### src/rtl/screen.sv
// 24-game pixel colour generator: 12 hex digits as 7-segment glyphs in a 4x3 grid.
// Registered RGB332 output, fixed 1-cycle latency, no handshake or backpressure.
module screen #(
   parameter int H_ACTIVE   = 640,
   parameter int V_ACTIVE   = 480,
   parameter int GRID_X0    = 160,
   parameter int GRID_Y0    = 120,
   parameter int CELL_W     = 80,
   parameter int CELL_H     = 80,
   parameter int GLYPH_XOFF = 16,
   parameter int GLYPH_YOFF = 8
) (
   input  logic        clk,
   input  logic        rst,
   input  logic [9:0]  sx,
   input  logic [9:0]  sy,
   input  logic [47:0] numbers_concat,
   output logic [2:0]  vga_r,
   output logic [2:0]  vga_g,
   output logic [1:0]  vga_b
);

   localparam logic [10:0] H_END  = 11'(H_ACTIVE);
   localparam logic [10:0] V_END  = 11'(V_ACTIVE);
   localparam logic [10:0] X0     = 11'(GRID_X0);
   localparam logic [10:0] Y0     = 11'(GRID_Y0);
   localparam logic [10:0] X_END  = 11'(GRID_X0 + 4 * CELL_W);
   localparam logic [10:0] Y_END  = 11'(GRID_Y0 + 3 * CELL_H);
   localparam logic [10:0] CW1    = 11'(CELL_W);
   localparam logic [10:0] CW2    = 11'(2 * CELL_W);
   localparam logic [10:0] CW3    = 11'(3 * CELL_W);
   localparam logic [10:0] CH1    = 11'(CELL_H);
   localparam logic [10:0] CH2    = 11'(2 * CELL_H);
   localparam logic [10:0] GXO    = 11'(GLYPH_XOFF);
   localparam logic [10:0] GYO    = 11'(GLYPH_YOFF);
   localparam logic [10:0] GX_END = 11'(GLYPH_XOFF + 48);
   localparam logic [10:0] GY_END = 11'(GLYPH_YOFF + 64);
   localparam logic [7:0]  WHITE  = {3'd7, 3'd7, 2'd3};
   localparam logic [7:0]  GREY   = {3'd1, 3'd1, 2'd1};
   localparam logic [7:0]  BLACK  = 8'h00;

   // Segment bits ordered {a,b,c,d,e,f,g}
   function automatic logic [6:0] seg_map(input logic [3:0] d);
      case (d)
         4'h0:    seg_map = 7'b1111110;
         4'h1:    seg_map = 7'b0110000;
         4'h2:    seg_map = 7'b1101101;
         4'h3:    seg_map = 7'b1111001;
         4'h4:    seg_map = 7'b0110011;
         4'h5:    seg_map = 7'b1011011;
         4'h6:    seg_map = 7'b1011111;
         4'h7:    seg_map = 7'b1110000;
         4'h8:    seg_map = 7'b1111111;
         4'h9:    seg_map = 7'b1111011;
         4'hA:    seg_map = 7'b1110111;
         4'hB:    seg_map = 7'b0011111;
         4'hC:    seg_map = 7'b1001110;
         4'hD:    seg_map = 7'b0111101;
         4'hE:    seg_map = 7'b1001111;
         default: seg_map = 7'b1000111;
      endcase
   endfunction

   logic [10:0] px, py, rel_x, rel_y, cx, cy, gx, gy;
   logic [1:0]  col, row;
   logic [3:0]  k, digit;
   logic [3:0]  digits [12];
   logic [6:0]  seg_on, seg_hit;
   logic        active, in_grid, in_glyph, lit;
   logic        left, right, mid_x, top, upper, midb, lower, bot;

   assign px    = {1'b0, sx};
   assign py    = {1'b0, sy};
   assign rel_x = px - X0;
   assign rel_y = py - Y0;

   assign active  = (px < H_END) && (py < V_END);
   assign in_grid = (px >= X0) && (px < X_END) && (py >= Y0) && (py < Y_END);

   // Cell selection by compare-and-subtract; out-of-grid values are masked by in_grid
   always_comb begin
      col = 2'd0;
      cx  = rel_x;
      if (rel_x >= CW3) begin
         col = 2'd3;
         cx  = rel_x - CW3;
      end else if (rel_x >= CW2) begin
         col = 2'd2;
         cx  = rel_x - CW2;
      end else if (rel_x >= CW1) begin
         col = 2'd1;
         cx  = rel_x - CW1;
      end
      row = 2'd0;
      cy  = rel_y;
      if (rel_y >= CH2) begin
         row = 2'd2;
         cy  = rel_y - CH2;
      end else if (rel_y >= CH1) begin
         row = 2'd1;
         cy  = rel_y - CH1;
      end
   end

   always_comb begin
      for (int i = 0; i < 12; i++) begin
         digits[i] = numbers_concat[47 - 4 * i -: 4];
      end
   end

   // row*4 + col is just the concatenation
   assign k      = {row, col};
   assign digit  = digits[k];
   assign seg_on = seg_map(digit);

   assign gx       = cx - GXO;
   assign gy       = cy - GYO;
   assign in_glyph = (cx >= GXO) && (cx < GX_END) && (cy >= GYO) && (cy < GY_END);

   assign left  = (gx <= 11'd7);
   assign right = (gx >= 11'd40);
   assign mid_x = !left && !right;
   assign top   = (gy <= 11'd7);
   assign upper = (gy >= 11'd8)  && (gy <= 11'd27);
   assign midb  = (gy >= 11'd28) && (gy <= 11'd35);
   assign lower = (gy >= 11'd36) && (gy <= 11'd55);
   assign bot   = (gy >= 11'd56);

   assign seg_hit = {top & mid_x, right & upper, right & lower, bot & mid_x,
                     left & lower, left & upper, midb & mid_x};
   assign lit     = in_glyph && |(seg_hit & seg_on);

   always_ff @(posedge clk) begin
      if (rst) begin
         {vga_r, vga_g, vga_b} <= BLACK;
      end else if (!active || !in_grid) begin
         {vga_r, vga_g, vga_b} <= BLACK;
      end else if (lit) begin
         {vga_r, vga_g, vga_b} <= WHITE;
      end else begin
         {vga_r, vga_g, vga_b} <= GREY;
      end
   end

endmodule

### config.mk
export PLATFORM = sky130hd
export DESIGN_NAME = screen
export DESIGN_NICKNAME = d
export VERILOG_FILES = /design/src/rtl/screen.sv
export SDC_FILE = /design/constraint.sdc
export NUM_CORES = 1
export LEC_CHECK = 0
export CAP_MARGIN = 40
export CORE_ASPECT_RATIO = 2
export CORE_MARGIN = 3
export CORE_UTILIZATION = 50
export DETAILED_ROUTE_END_ITERATION = 7
export GPL_ROUTABILITY_DRIVEN = 0
export GPL_TIMING_DRIVEN = 1
export MAX_ROUTING_LAYER = met4
export PLACE_DENSITY_LB_ADDON = 0.15
export SYNTH_ARGS = -nofsm -noshare
export SYNTH_HDL_FRONTEND = slang
export SYNTH_SLANG_ARGS = --single-unit
### constraint.sdc
create_clock -name clk -period 12 [get_ports clk]
set_input_delay 2.4 -clock clk [delete_from_list [all_inputs] [get_ports clk]]
set_output_delay 2.4 -clock clk [all_outputs]
set_load 0.01 [all_outputs]
* After elaboration in Yosys (flattened, before gate mapping)
Memories as Yosys holds them, arrays and structs flattened.
Index checks and enable logic that the tools add are counted.
** Storage, ports and cells
- Register bits :: 5
- ROM bits :: 112
- Input bits :: 70
- Logic and storage cells :: 81
- Memories kept :: 1
** Memory list
- (no name shown) :: words 16, bits a word 7, rd ports 1, clocked after Yosys merged registers in 0, wr ports 0, line 44 : case (d)
** Cells by class
- Add/subtract/negate cells :: 9
- Order comparisons :: 26
- Mux-type cells :: 15
- Bitwise gates (word level) :: 9
- Reductions and logical operators :: 19
** Operators by type and width (number)
- $mux W11 :: 5
- $ge A11 B6 Y1 const B :: 3
- $ge A11 B8 Y1 const B :: 3
- $sub A11 B8 Y11 const B :: 3
- $lt A10 B9 Y1 const B :: 3
- $ge A11 B4 Y1 const B :: 2
- $ge A11 B5 Y1 const B :: 2
- $ge A11 B7 Y1 const B :: 2
- $le A11 B3 Y1 const B :: 2
- $le A11 B6 Y1 const B :: 2
- $lt A11 B7 Y1 const B :: 2
- $sub A11 B7 Y11 const B :: 2
- $bmux W4 S4 :: 1
- $logic_and A1 B1 Y1 :: 12
- $le A11 B5 Y1 const B :: 1
- $sub A10 B7 Y11 const B :: 1
- $sub A10 B8 Y11 const B :: 1
- $sub A11 B4 Y11 const B :: 1
- $sub A11 B5 Y11 const B :: 1
- $ge A10 B7 Y1 const B :: 1
- $ge A10 B8 Y1 const B :: 1
- $lt A10 B10 Y1 const B :: 1
- $mux W2 :: 4
- $mux W4 :: 2
- 10 further kinds :: 20

* Logic depth before layout (Yosys ltp)
Gate-level depths: netlist (run 1).
- Depth in word-level cells :: 14
- Gate-level depth with buffers :: 21
- Depth with buffers taken out :: 19

* Least setup slack after synthesis (run 1)
Ideal clock, no wire load.
- Path type :: input port to flip-flop
- Start point :: in sy[3]
- End point :: reg vga_g[1]
- Data arrival time :: 6.353 ns
- Required time :: 11.927 ns
- Slack :: 5.574 ns
- Stages on the path :: 17
- Path through :: ha_1 > xor2_1 > inv_1 > ha_1 > nor2b_1 > a311o_1 > nor4_1 > nor3_2 > xor2_1 > ha_1 > nand2_1 > a31o_2 > a221oi_1 > o221a_1 > a21oi_1 > o32a_1 > o22ai_2
** Between the ends
- Cells in the longest elaborated chain, start to end :: 13
- Elaborated cells between the ends (all ways) :: 51
- Classes of those cells :: add/sub: 4; order compare: 15; mux: 8; bitwise: 9; reduce/logical: 14; memory: 1
** Ends and longest elaborated chain
- start: declaration :: line 16 : input logic [9:0] sy,
- parallel branches: the longest is 13 deep, another holds $sub A10 B7 Y11
- end signal: assignment :: line 137 : {vga_r, vga_g, vga_b} <= BLACK;
- end signal: assignment :: line 139 : {vga_r, vga_g, vga_b} <= WHITE;
- end signal: assignment :: line 141 : {vga_r, vga_g, vga_b} <= GREY;
- end: declaration :: line 19 : output logic [2:0] vga_g,
Several ways; the timed one is not identified. The select of a mux whose other input is x is not followed.
A chain may end at the register's enable or synchronous reset.

* Worst setup path after layout (run 1)
Ends and elaborated chain as after synthesis.

==> results of run 1 <==
## power groups by stage
stage	Clock, uW	Combinational, uW	Sequential (uW)
finish	27.9	204	6.87
detailed placement	0	199	6.94
floorplan	0	141	6.98
global placement	0	195	6.93
CTS	27.8	200	6.87
global route	28.4	224	6.89
## final timing paths
check	to	cells after the start
setup / recovery	vga_g[1]$_SDFF_PP0_	18
hold / removal	vga_g[0]$_SDFF_PP0_	4
## Yosys cell counts, drive strengths merged, types with 4 or more instances
cell type	number	area, um2
a211oi	8	70.1
a21boi	4	30.0
a21oi	19	95.1
a311o	5	50.1
a311oi	8	93.8
a31oi	9	56.3
a41oi	4	35.0
and2	5	31.3
buf	19	121
ha	29	363
inv	17	63.8
mux2i	13	134
nand2	36	135
nand2b	4	25.0
nand3	19	95.1
nand4	8	50.1
nor2	19	71.3
nor3	16	85.1
nor4	7	43.8
o211ai	4	30.0
o21ai	21	109
o221a	5	56.3
o22ai	5	43.8
o31ai	4	35.0
or3	7	43.8
xnor2	12	105
xor2	7	61.3
## per-layer routing
layer / vias to the layer above / GRT usage [%] / routed length [um]
met1: 1560 / 28.7 / 3220
met5: - / - / 0
met4: 0 / 15.4 / 465
met2: 122 / 60.8 / 5490
li1: 1578 / - / -
met3: 42 / 3.17 / 343
## through the flow
stage | hold WS [ns] | utilization (%)
after floorplan | 2.56 | -
after global placement | 3.17 | 65.9
after detailed placement | 3.16 | 66.1
after CTS | 2.91 | 66.9
after global routing | 2.94 | 66.9
final | 2.92 | 66.9
## worst max-delay path, stage by stage
cell and delay, ns:
clkdlybuf4s50_1 0.80, ha_1 0.30, xor2_1 0.48, inv_1 0.17, ha_1 0.23, nor2b_1 0.16
a311o_1 0.36, nor4_1 0.68, nor3_2 0.22, xor2_1 0.26, ha_1 0.40, nand2_1 0.08
a31o_2 0.27, a221oi_1 0.39, o221a_1 0.24, a21oi_1 0.04, o32a_1 0.30, o22ai_2 0.10
## layout make-up
type	count	area, um2	area share (%)
repair buffers	80	787	22.9
multi-input cells	330	2430	70.8
inverters	17	63.8	1.86
well taps	58	72.6	2.11
flip-flops and latches	2	40.0	1.16
clock buffers	3	41.3	1.20
## logic make-up after synthesis
logic type | count (synthesis) | synth area share [%]
fa+ha+maj | 29 | 13.6
mux | 13 | 5.01
compound gates | 133 | 39.7
buf+inv | 39 | 7.36
flops | 2 | 1.50
simple gates | 136 | 26.6
xor+xnor | 19 | 6.23
==> flow_summary.ini, run 1 <==
[route]
ant_nets = 0
vias_per_cell = 6.74
route.detailed.drc = 0
wl_um = 9520
drt-wirelength-per-cell_um = 19.4
vias = 3302
drtIter0Drc = 223
drtPass1Iterations = 4

[cts]
clkTransAtPathRegs_ns = 0.03
numCtsBuffers = 3
clock-root-buffer = clkbuf_8
clock-sinks = 2
hold_buffers = 0
ctsLongestPathBuffers = 2
cts_htree_levels = 1
cts_resized = 0
post-cts-setup-buffers = 0
cts_tree = done

[logic_synthesis]
synth_nets = 470
yosysSeqAreaShare_pct = 1.50
netlist_area_mm2 = 0.00267
synthCells = 371
synth_cell_types = 75
synth_warnings = 0
synth_flop_cell = dfxtp_1
ys_seq_elements = 2
synth-edff-count = 0
ys_async_sr_fraction_pct = 0
synth_area_per_cell_um2 = 7.20

[status]
outcome = complete, no violations

[die]
core-area_mm2 = 0.00514
io_pins = 78
fp.dieW_um = 57.7
start_util_pct = 52.0
dieArea_mm2 = 0.00631
dieHeight_um = 109
rows = 37

[setup_path]
cp_data_required_time_ns = 12.14
setup.worst_path.start = sy[3]
worstSetupEndpointType = flop
cp-start-kind = input pin
critPathKind = in2reg
crit_fanout = 15
worstPathArrival_ns = 7.89

[timing]
worst_pin_slew_ns = 0.903
fin_setup_tns_ns = 0
final.period_utilization_pct = 64.6
hold_viol_final = 0
setup_viol = 0
fmax_mhz = 129
relSlewSlack_pct = 39.6
finalCriticalPeriod_ns = 7.75
finalMaxSlewViolations = 0
setup_slack_ns = 4.25
rsz0062_at_grt = no

[global_routing]
first_global_vias = 3312
overflow = 0
grt_start_max_net_pins = 23
grt.total_usage_pct = 31.1
grt_pass1_wl_um = 15200
antenna_found_initial = 0

[finish]
fin_nets = 533
final_cell_mix = clkdlybuf4s50_1, nand2_1, ha_1
insertedDiodeCount = 0
instances_no_fill = 490
post_route_cells_drive_above_1_share_pct = 6.25
fillerInstances = 490
final_common_cell = clkdlybuf4s50_1
largest_reg_flops = 2
design_area_mm2 = 0.00344
syn2layout_area_growth_pct = 28.8

[placement]
place_hpwl_um = 7900
dpl_worst_slack_ns = 4.11
dpl.cell_count = 487
post_dp_cell_area_mm2 = 0.00340
numPortBuffers = 77

[power]
vdd_ir_drop_max_uv = 53.6
clkPwrFrac_pct = 11.7
internal-power_uw = 116
report.power.total_uw = 238
sequentialPowerShare_pct = 2.9
combPwrFrac_pct = 85.4
p_leak_uw = 0.00127
switching_share_pct = 51.4
power_switching_uw = 122
powerDensity_mw_per_mm2 = 69.3

[worst_hold_path]
hp-start = rst
min_path_type = in2reg

[run]
maxCapViolCount = 0
Note: power is estimated with default switching activity, not from simulation.
==> run 2: changes to the inputs <==
==> constraint.sdc (replaced) <==
create_clock -name clk -period 7.9 [get_ports clk]
set_input_delay 1.58 -clock clk [delete_from_list [all_inputs] [get_ports clk]]
set_output_delay 1.58 -clock clk [all_outputs]
set_load 0.01 [all_outputs]
==> run 2 against run 1 <==
Compared with the run above: cell count increased by 0.20%; hold slack got worse by 0.78 ns; combinational power increased by 52%; power increased by 51%; sequential cell count unchanged; global-route usage decreased by 0.91 points; die area unchanged; first-iteration DRC count decreased by 13%; via count increased by 1.6%; sequential power increased by 51%; clock power increased by 42%; non-clock buffer count increased by 1.
==> flow_summary.ini, run 2 (synthesis gave the netlist of run 1 again) <==
[die]
rows = 37
dieHeight_um = 109
core-area_mm2 = 0.00514
io_pins = 78
dieArea_mm2 = 0.00631
start_util_pct = 52.0
fp.dieW_um = 57.7

[global_routing]
grt.total_usage_pct = 30.2
first_global_vias = 3307
overflow = 0
antenna_found_initial = 0
grt_pass1_wl_um = 14700
grt_start_max_net_pins = 18

[setup_path]
cp_data_required_time_ns = 8.04
worstSetupEndpointType = flop
worstPathArrival_ns = 7.04
crit_cells = 18
slowest_delay_ns = 0.79
path_cells = clkdlybuf4s50_1 > ha_1 > xor2_1 > inv_1 > ha_1 > nor2b_1 > a311o_1 > nor4_1 > nor3_2 > xor2_1 > ha_1 > nand2_1 > a31o_2 > a221oi_1 > o221a_1 > a21oi_1 > o32a_1 > o22ai_2
crit_fanout = 15
critPathBufInv = 2
cp_top_family = compound AO/OA/AOI/OAI gates
critPathKind = in2reg
cpMostUsedCell = ha_1
slowest_stage = clkdlybuf4s50_1
cp-start-kind = input pin

[cts]
cts_htree_levels = 1
clkTransAtPathRegs_ns = 0.03
cts_resized = 0
post-cts-setup-buffers = 0
ctsLongestPathBuffers = 2
numCtsBuffers = 3
hold_buffers = 0
cts_tree = done
clock-root-buffer = clkbuf_8
clock-sinks = 2

[route]
ant_nets = 0
wl_met3_um = 422
vias = 3356
wl_um = 9440
top_layer = met4
dr_wl_met2_um = 5190
vias_per_cell = 6.84
route.detailed.drc = 0
drtIter0Drc = 194
drtPass1Iterations = 5
drt-wirelength-per-cell_um = 19.2
drt-met1-wl_um = 3130

[finish]
post_route_cells_drive_above_1_share_pct = 6.47
syn2layout_area_growth_pct = 29.1
final_util_pct = 67.1
fin_nets = 534
insertedDiodeCount = 0
final_common_cell = clkdlybuf4s50_1
final_cell_mix = clkdlybuf4s50_1, nand2_1, ha_1
largest_reg_flops = 2

[timing]
fin_setup_tns_ns = 0
final.period_utilization_pct = 87.4
worst_pin_slew_ns = 0.970
setup_viol = 0
finalCriticalPeriod_ns = 6.91
relSlewSlack_pct = 35.1
fmax_mhz = 145
finalMaxSlewViolations = 0
rsz0062_at_grt = no
hold_viol_final = 0

[run]
maxCapViolCount = 0

[power]
p_leak_uw = 0.00127
powerDensity_mw_per_mm2 = 104
vdd_ir_drop_max_uv = 88.6

[worst_hold_path]
hold_depth = 4
min_path_type = in2reg

[placement]
place_hpwl_um = 7930
numPortBuffers = 77

[status]
outcome = complete, no violations
run 2: cell types whose count changed in the layout (fill, tap and decap cells not counted):
| cell | delta |
|---|---|
| buf_4 | +1 |
run 2: worst min-delay path, stage by stage:
cell and delay [ns]:
clkdlybuf4s50_1 0.46, nor3_1 0.04, nand2_1 0.09, a311oi_1 0.10
run 2: worst paths after layout:
| path | from | endpoint | slack, ns |
|---|---|---|---|
| worst max-delay path | sy[3] | vga_g[1]$_SDFF_PP0_ | 0.99 |
| worst min-delay path | rst | vga_g[0]$_SDFF_PP0_ | 2.14 |
run 2: where the power goes:
part,switching (uW),leakage [uW],internal [uW],total (uW)
sequential,0.0900,0.0000162,10.3,10.4
combinational,176,0.00123,134,310
clock,7.43,0.0000216,32.2,39.6
total,183,0.00127,177,360
run 2: cell type report:
cell class,instances,area [um2]
inverter,17,63.8
clock buffer,3,41.3
fill,475,1690
timing repair buffer,81,795
sequential,2,40.0
multi-input combinational,330,2430
tap,58,72.6
run 2: metal layers:
layer / GRT usage [%] / vias up
li1: - / 1581
met1: 26.6 / 1565
met2: 58.2 / 161
met3: 2.94 / 49
met4: 19.7 / 0
met5: - / -
run 2: per-stage QoR:
| step | hold slack [ns] | total power (uW) | area [um2] | worst slack, ns | std cells |
|---|---|---|---|---|---|
| floorplan | 1.74 | 225 | 2670 | 2.29 | 371 |
| global placement | 2.35 | 307 | 3400 | 1.07 | 486 |
| detailed placement | 2.36 | 314 | 3400 | 0.897 | 488 |
| CTS | 2.14 | 356 | 3450 | 1.09 | 491 |
| global route | 2.16 | 390 | 3450 | 0.637 | 491 |
| finish | 2.14 | 360 | 3450 | 0.995 | 491 |
==> run 3: changes to the inputs <==
--- a/config.mk
+++ b/config.mk
@@ -6,12 +6,13 @@
 export NUM_CORES = 1
 export LEC_CHECK = 0
 export CAP_MARGIN = 40
+export CELL_PAD_IN_SITES_DETAIL_PLACEMENT = 1
+export CELL_PAD_IN_SITES_GLOBAL_PLACEMENT = 1
 export CORE_ASPECT_RATIO = 2
 export CORE_MARGIN = 3
-export CORE_UTILIZATION = 50
+export CORE_UTILIZATION = 35
 export DETAILED_ROUTE_END_ITERATION = 7
 export GPL_ROUTABILITY_DRIVEN = 0
-export GPL_TIMING_DRIVEN = 1
 export MAX_ROUTING_LAYER = met4
 export PLACE_DENSITY_LB_ADDON = 0.15
 export SYNTH_ARGS = -nofsm -noshare
==> run 3 against run 2 <==
Compared with the run above: final area up 2.7%; sequential cell count unchanged; power rose by 12%; first-iteration DRC count decreased by 52%; maximum frequency is 2.3% higher; sequential power about the same; cell count is 7.1% higher; largest cell class unchanged.
==> flow_summary.ini, run 3 (synthesis gave the netlist of run 1 again) <==
[timing]
finalCriticalPeriod_ns = 6.75
fmax_mhz = 148
setup_viol = 0
rsz0062_at_grt = no
relSlewSlack_pct = 39.4
worst_pin_slew_ns = 0.886
finalMaxSlewViolations = 0
final.period_utilization_pct = 85.4
hold_viol_final = 0
fin_setup_tns_ns = 0
setup_slack_ns = 1.15

[die]
rows = 44
start_util_pct = 36.5
dieHeight_um = 130
core-area_mm2 = 0.00732
dieArea_mm2 = 0.00878
io_pins = 78
fp.dieW_um = 67.8

[finish]
final_cell_mix = clkdlybuf4s50_1, nand2_1, ha_1
fillerInstances = 948
multi_input_area_mm2 = 0.00243
insertedDiodeCount = 0
fin_nets = 535
final_util_pct = 48.3
syn2layout_area_growth_pct = 32.5
largest_reg_flops = 2
post_route_cells_drive_above_1_share_pct = 6.91
instances_no_fill = 526
seq_area_um2 = 40.0
final_common_cell = clkdlybuf4s50_1

[setup_path]
worstPathArrival_ns = 6.90
worstSetupEndpointType = flop
cp_data_required_time_ns = 8.05
crit_fanout = 15
critPathKind = in2reg
cp-start-kind = input pin

[worst_hold_path]
min_to = vga_g[0]$_SDFF_PP0_
hold_depth = 4
min_path_type = in2reg
hp-start = rst

[cts]
post-cts-setup-buffers = 0
clock-root-buffer = clkbuf_16
numCtsBuffers = 3
ctsLongestPathBuffers = 2
clkTransAtPathRegs_ns = 0.03
clock-sinks = 2
hold_buffers = 0
cts_tree = done
cts_htree_levels = 1
cts_resized = 0

[placement]
numPortBuffers = 77
dpl.cell_count = 523
dpl_worst_slack_ns = 0.943
place_hpwl_um = 9310

[status]
outcome = complete, no violations

[route]
vias = 3287
route.detailed.drc = 0
ant_nets = 0
drtPass1Iterations = 4
drt-wirelength-per-cell_um = 20.7
vias_per_cell = 6.25
drtIter0Drc = 93
wl_um = 10900

[global_routing]
overflow = 0
grt_pass1_wl_um = 16800
first_global_vias = 3458
antenna_found_initial = 0
grt.total_usage_pct = 25.6
grt_start_max_net_pins = 21

[power]
p_leak_uw = 0.00129
vdd_ir_drop_max_uv = 64.6
powerDensity_mw_per_mm2 = 114
report.power.total_uw = 404

[run]
maxCapViolCount = 0
[run 3: final cells by class]
type,instances,share of cell area (%)
sequential,2,1.13
multi-input combinational,330,68.8
timing repair buffer,82,22.9
tap,92,3.25
inverter,17,1.80
clock buffer,3,2.12
[run 3: worst max path at each step]
stage	start	slack, ns	endpoint
floorplan	sy[3]	2.29	vga_g[1]$_SDFF_PP0_
global placement	sy[3]	0.97	vga_g[1]$_SDFF_PP0_
detailed placement	sy[3]	0.94	vga_g[1]$_SDFF_PP0_
CTS	sy[3]	1.15	vga_g[1]$_SDFF_PP0_
global route	sy[3]	0.69	vga_g[1]$_SDFF_PP0_
finish	sy[3]	1.15	vga_g[1]$_SDFF_PP0_
[run 3: per-stage QoR]
step / instance area (um2) / hold WS, ns
after floorplan: 2670 / 1.74
after global placement: 3450 / 2.36
after detailed placement: 3460 / 2.36
after CTS: 3540 / 2.17
after global routing: 3540 / 2.19
final: 3540 / 2.18
[run 3: worst max-delay path: stages]
cell	delay [ns]
clkdlybuf4s50_1	0.82
ha_1	0.31
xor2_1	0.52
inv_1	0.18
ha_1	0.23
nor2b_1	0.15
a311o_1	0.36
nor4_1	0.20
buf_4	0.20
nor3_2	0.09
xor2_1	0.25
ha_1	0.42
nand2_1	0.09
a31o_2	0.28
a221oi_1	0.46
o221a_1	0.30
a21oi_1	0.06
o32a_1	0.30
o22ai_2	0.10
[run 3: layer usage]
metal	up-vias	track usage, %	share of wire, %
li1	1578	-	-
met1	1585	21.9	33
met2	93	52.0	59
met3	31	1.99	3.2
met4	0	11.7	5.1
met5	-	-	0
[run 3: power by group]
part | internal, uW | leakage [uW] | switching [uW]
Sequential | 10.3 | 0.0000162 | 0.102
Combinational | 135 | 0.00124 | 183
Clock | 64.3 | 0.0000370 | 10.9
Total | 210 | 0.00129 | 194
==> patch: new RTL, config.mk and constraints of run 2 <==
Reset style: asynchronous (`rst`), changed in one clocked block.
--- a/src/rtl/screen.sv
+++ b/src/rtl/screen.sv
@@ -130,7 +130,7 @@
                      left & lower, left & upper, midb & mid_x};
    assign lit     = in_glyph && |(seg_hit & seg_on);
 
-   always_ff @(posedge clk) begin
+   always_ff @(posedge clk or posedge rst) begin
       if (rst) begin
          {vga_r, vga_g, vga_b} <= BLACK;
       end else if (!active || !in_grid) begin
Formal check against the unedited RTL: differs if rst is asserted again (counterexample within 4 cycles, from zero or initial values and one cycle with rst high); with rst held inactive, the same outputs for 10 cycles.
==> patch against run 2 <==
Global-route usage fell by 1.1 points. Design area decreased by 3.1%. Routed wire length decreased by 9.7%. Combinational power fell by 4%. Highest routed layer unchanged. Via count shrank 12%. Worst setup slack improved by 540 ps. Sequential cell count is the same. Total power is 3.4% lower. Area after synthesis down 4.7%. Synthesized cell count down 8.9%. Utilization is 0.94 points higher. Final cell count fell by 6.1%. Largest cell class unchanged. Sequential share of layout area grew 0.34 points.
==> patch: results (changes against run 2) <==
Yosys
  • Top post-synthesis cells by count: nand2_1, ha_1, o21ai_0
  • Post-Syn Instances: 338 (-8.9%)
  • Post-synthesis cell type count: 74 (-1.3%)
  • Synth top area cells: ha_1, nand2_1, o21ai_0
  • Yosys warnings: 0 (unchanged)
  • Share of flip-flops with an asynchronous set or reset: 100.0% (+100 points)
  • Seq/Total Area, Yosys: 1.967% (+0.47 points)
  • Synth Net Count: 437 (-7.0%)
  • Post-synth top flop: dfrtp_1

Setup path
  • WP data arrival: 6510 ps (-530 ps)
  • Critical Path Start Type: primary input
  • CP peak stage delay: 710 ps (-80 ps)
  • Critical Path Sink: vga_g[1]
  • Crit path max-delay family: compound AO/OA/AOI/OAI gates
  • CP Max Fanout: 12 (-3)
  • Worst setup path start: sy[3]
  • Crit-path slowest cell: clkdlybuf4s50_1

Drt
  • Drt pass-1 iters: 5 (unchanged)
  • Wire per inst: 18.49 microns (-3.8%)
  • Post-DR vias/cell: 6.386 (-6.6%)
  • Initial DRC Count: 186 (-4.1%)
  • Final WL: 8522 microns (-9.7%)

Final layout
  • Fillers: 434 (-8.6%)
  • Final nets: 505 (-5.4%)
  • Fraction of layout cells with a size suffix above 1: 9.653% (+3.2 points)
  • # diodes: 0 (unchanged)

Placement
  • Hpwl dp: 6984 microns (-12%)
  • Placed insts: 458 (-6.1%)
  • Input/output buffers: 77 (unchanged)

Global route
  • GRT Total Usage: 29.06% (-1.1 points)
  • Vias in the first global route: 2962 (-10%)
  • Largest net degree at the start of global routing: 20 (+2)
  • First-pass GRT wire length: 13840 microns (-6.1%)
  • Initial antenna violation count: 0 (unchanged)

Clock tree
  • CTS root buf: clkbuf_8
  • CTS resizes: 0 (unchanged)
  • CTS Buf Count: 3 (unchanged)
  • Clock Tree Buf Depth: 2 (unchanged)
  • H-tree levels: 1 (unchanged)
  • Clock-pin slew on the worst setup and hold paths: 30 ps (about the same)
  • Post-CTS Repair Setup Buffers: 0 (unchanged)

Status
  • Outcome: completed

Min path
  • Hold Path Class: primary input to asynchronous set/reset pin

STA
  • Slew HR: 52.58% (+17 points)

Power
  • Peak VDD IR: 0.00009570 V (+8.0%)
  • Pleak: 1.310 nW (+3.1%)
==> patch: cells by family (layout without fill, tap and decap cells) <==
family                   Yosys count  count (layout)  synth area share, %
AO/OA/AOI/OAI                    125             125                39.33
multiplexers                      16              16                6.686
XOR/XNOR                          17              17                7.620
buffers and inverters             36             102                7.080
AND/OR/NAND/NOR                  113             113                23.06
adder cells (fa/ha/maj)           29              29                14.26
flip-flops                         2               2                1.967
==> patch: worst min path at each step <==
stage / startpoint / endpoint / slack, ps / depth (start not counted)
after detailed placement: rst / vga_b[0] / 1740 / 2
final: rst / vga_b[0] / 1520 / 2
after global routing: rst / vga_b[0] / 1540 / 2
after CTS: rst / vga_b[0] / 1510 / 2
after global placement: rst / vga_b[0] / 1740 / 2
after floorplan: rst / vga_b[0] / 1320 / 1
==> patch: report_power, final <==
group          leakage (nW)  internal, mW  switching, mW
clock                0.0216        0.0322        0.00807
combinational          1.26         0.128          0.169
sequential           0.0276        0.0106       0.000149
total                  1.31         0.171          0.177
==> patch: through the flow <==
stage                     worst slack, ps  area, sq um  hold WS (ps)
after floorplan                      2782         2545          1321
after global placement               1533         3289          1737
after detailed placement             1403         3297          1739
after CTS                            1603         3338          1511
after global routing                993.3         3338          1540
final                                1534         3338          1517
==> patch: layout make-up <==
| cell class | instances | area [sq um] | share of cell area (%) |
|---|---|---|---|
| flip-flops and latches | 2 | 50.05 | 1.499 |
| well taps | 57 | 71.32 | 2.136 |
| clock buffers | 3 | 41.29 | 1.237 |
| multi-input cells | 300 | 2315 | 69.34 |
| repair buffers | 79 | 785.8 | 23.54 |
| inverters | 20 | 75.07 | 2.249 |
==> patch: layer usage <==
layer | share of wire [%] | GRT usage [%] | vias to the layer above
met5 | 0 | - | -
met4 | 5.3 | 14.43 | 0
met3 | 4.1 | 2.771 | 36
met2 | 57 | 55.38 | 120
met1 | 34 | 28.07 | 1354
li1 | - | - | 1434
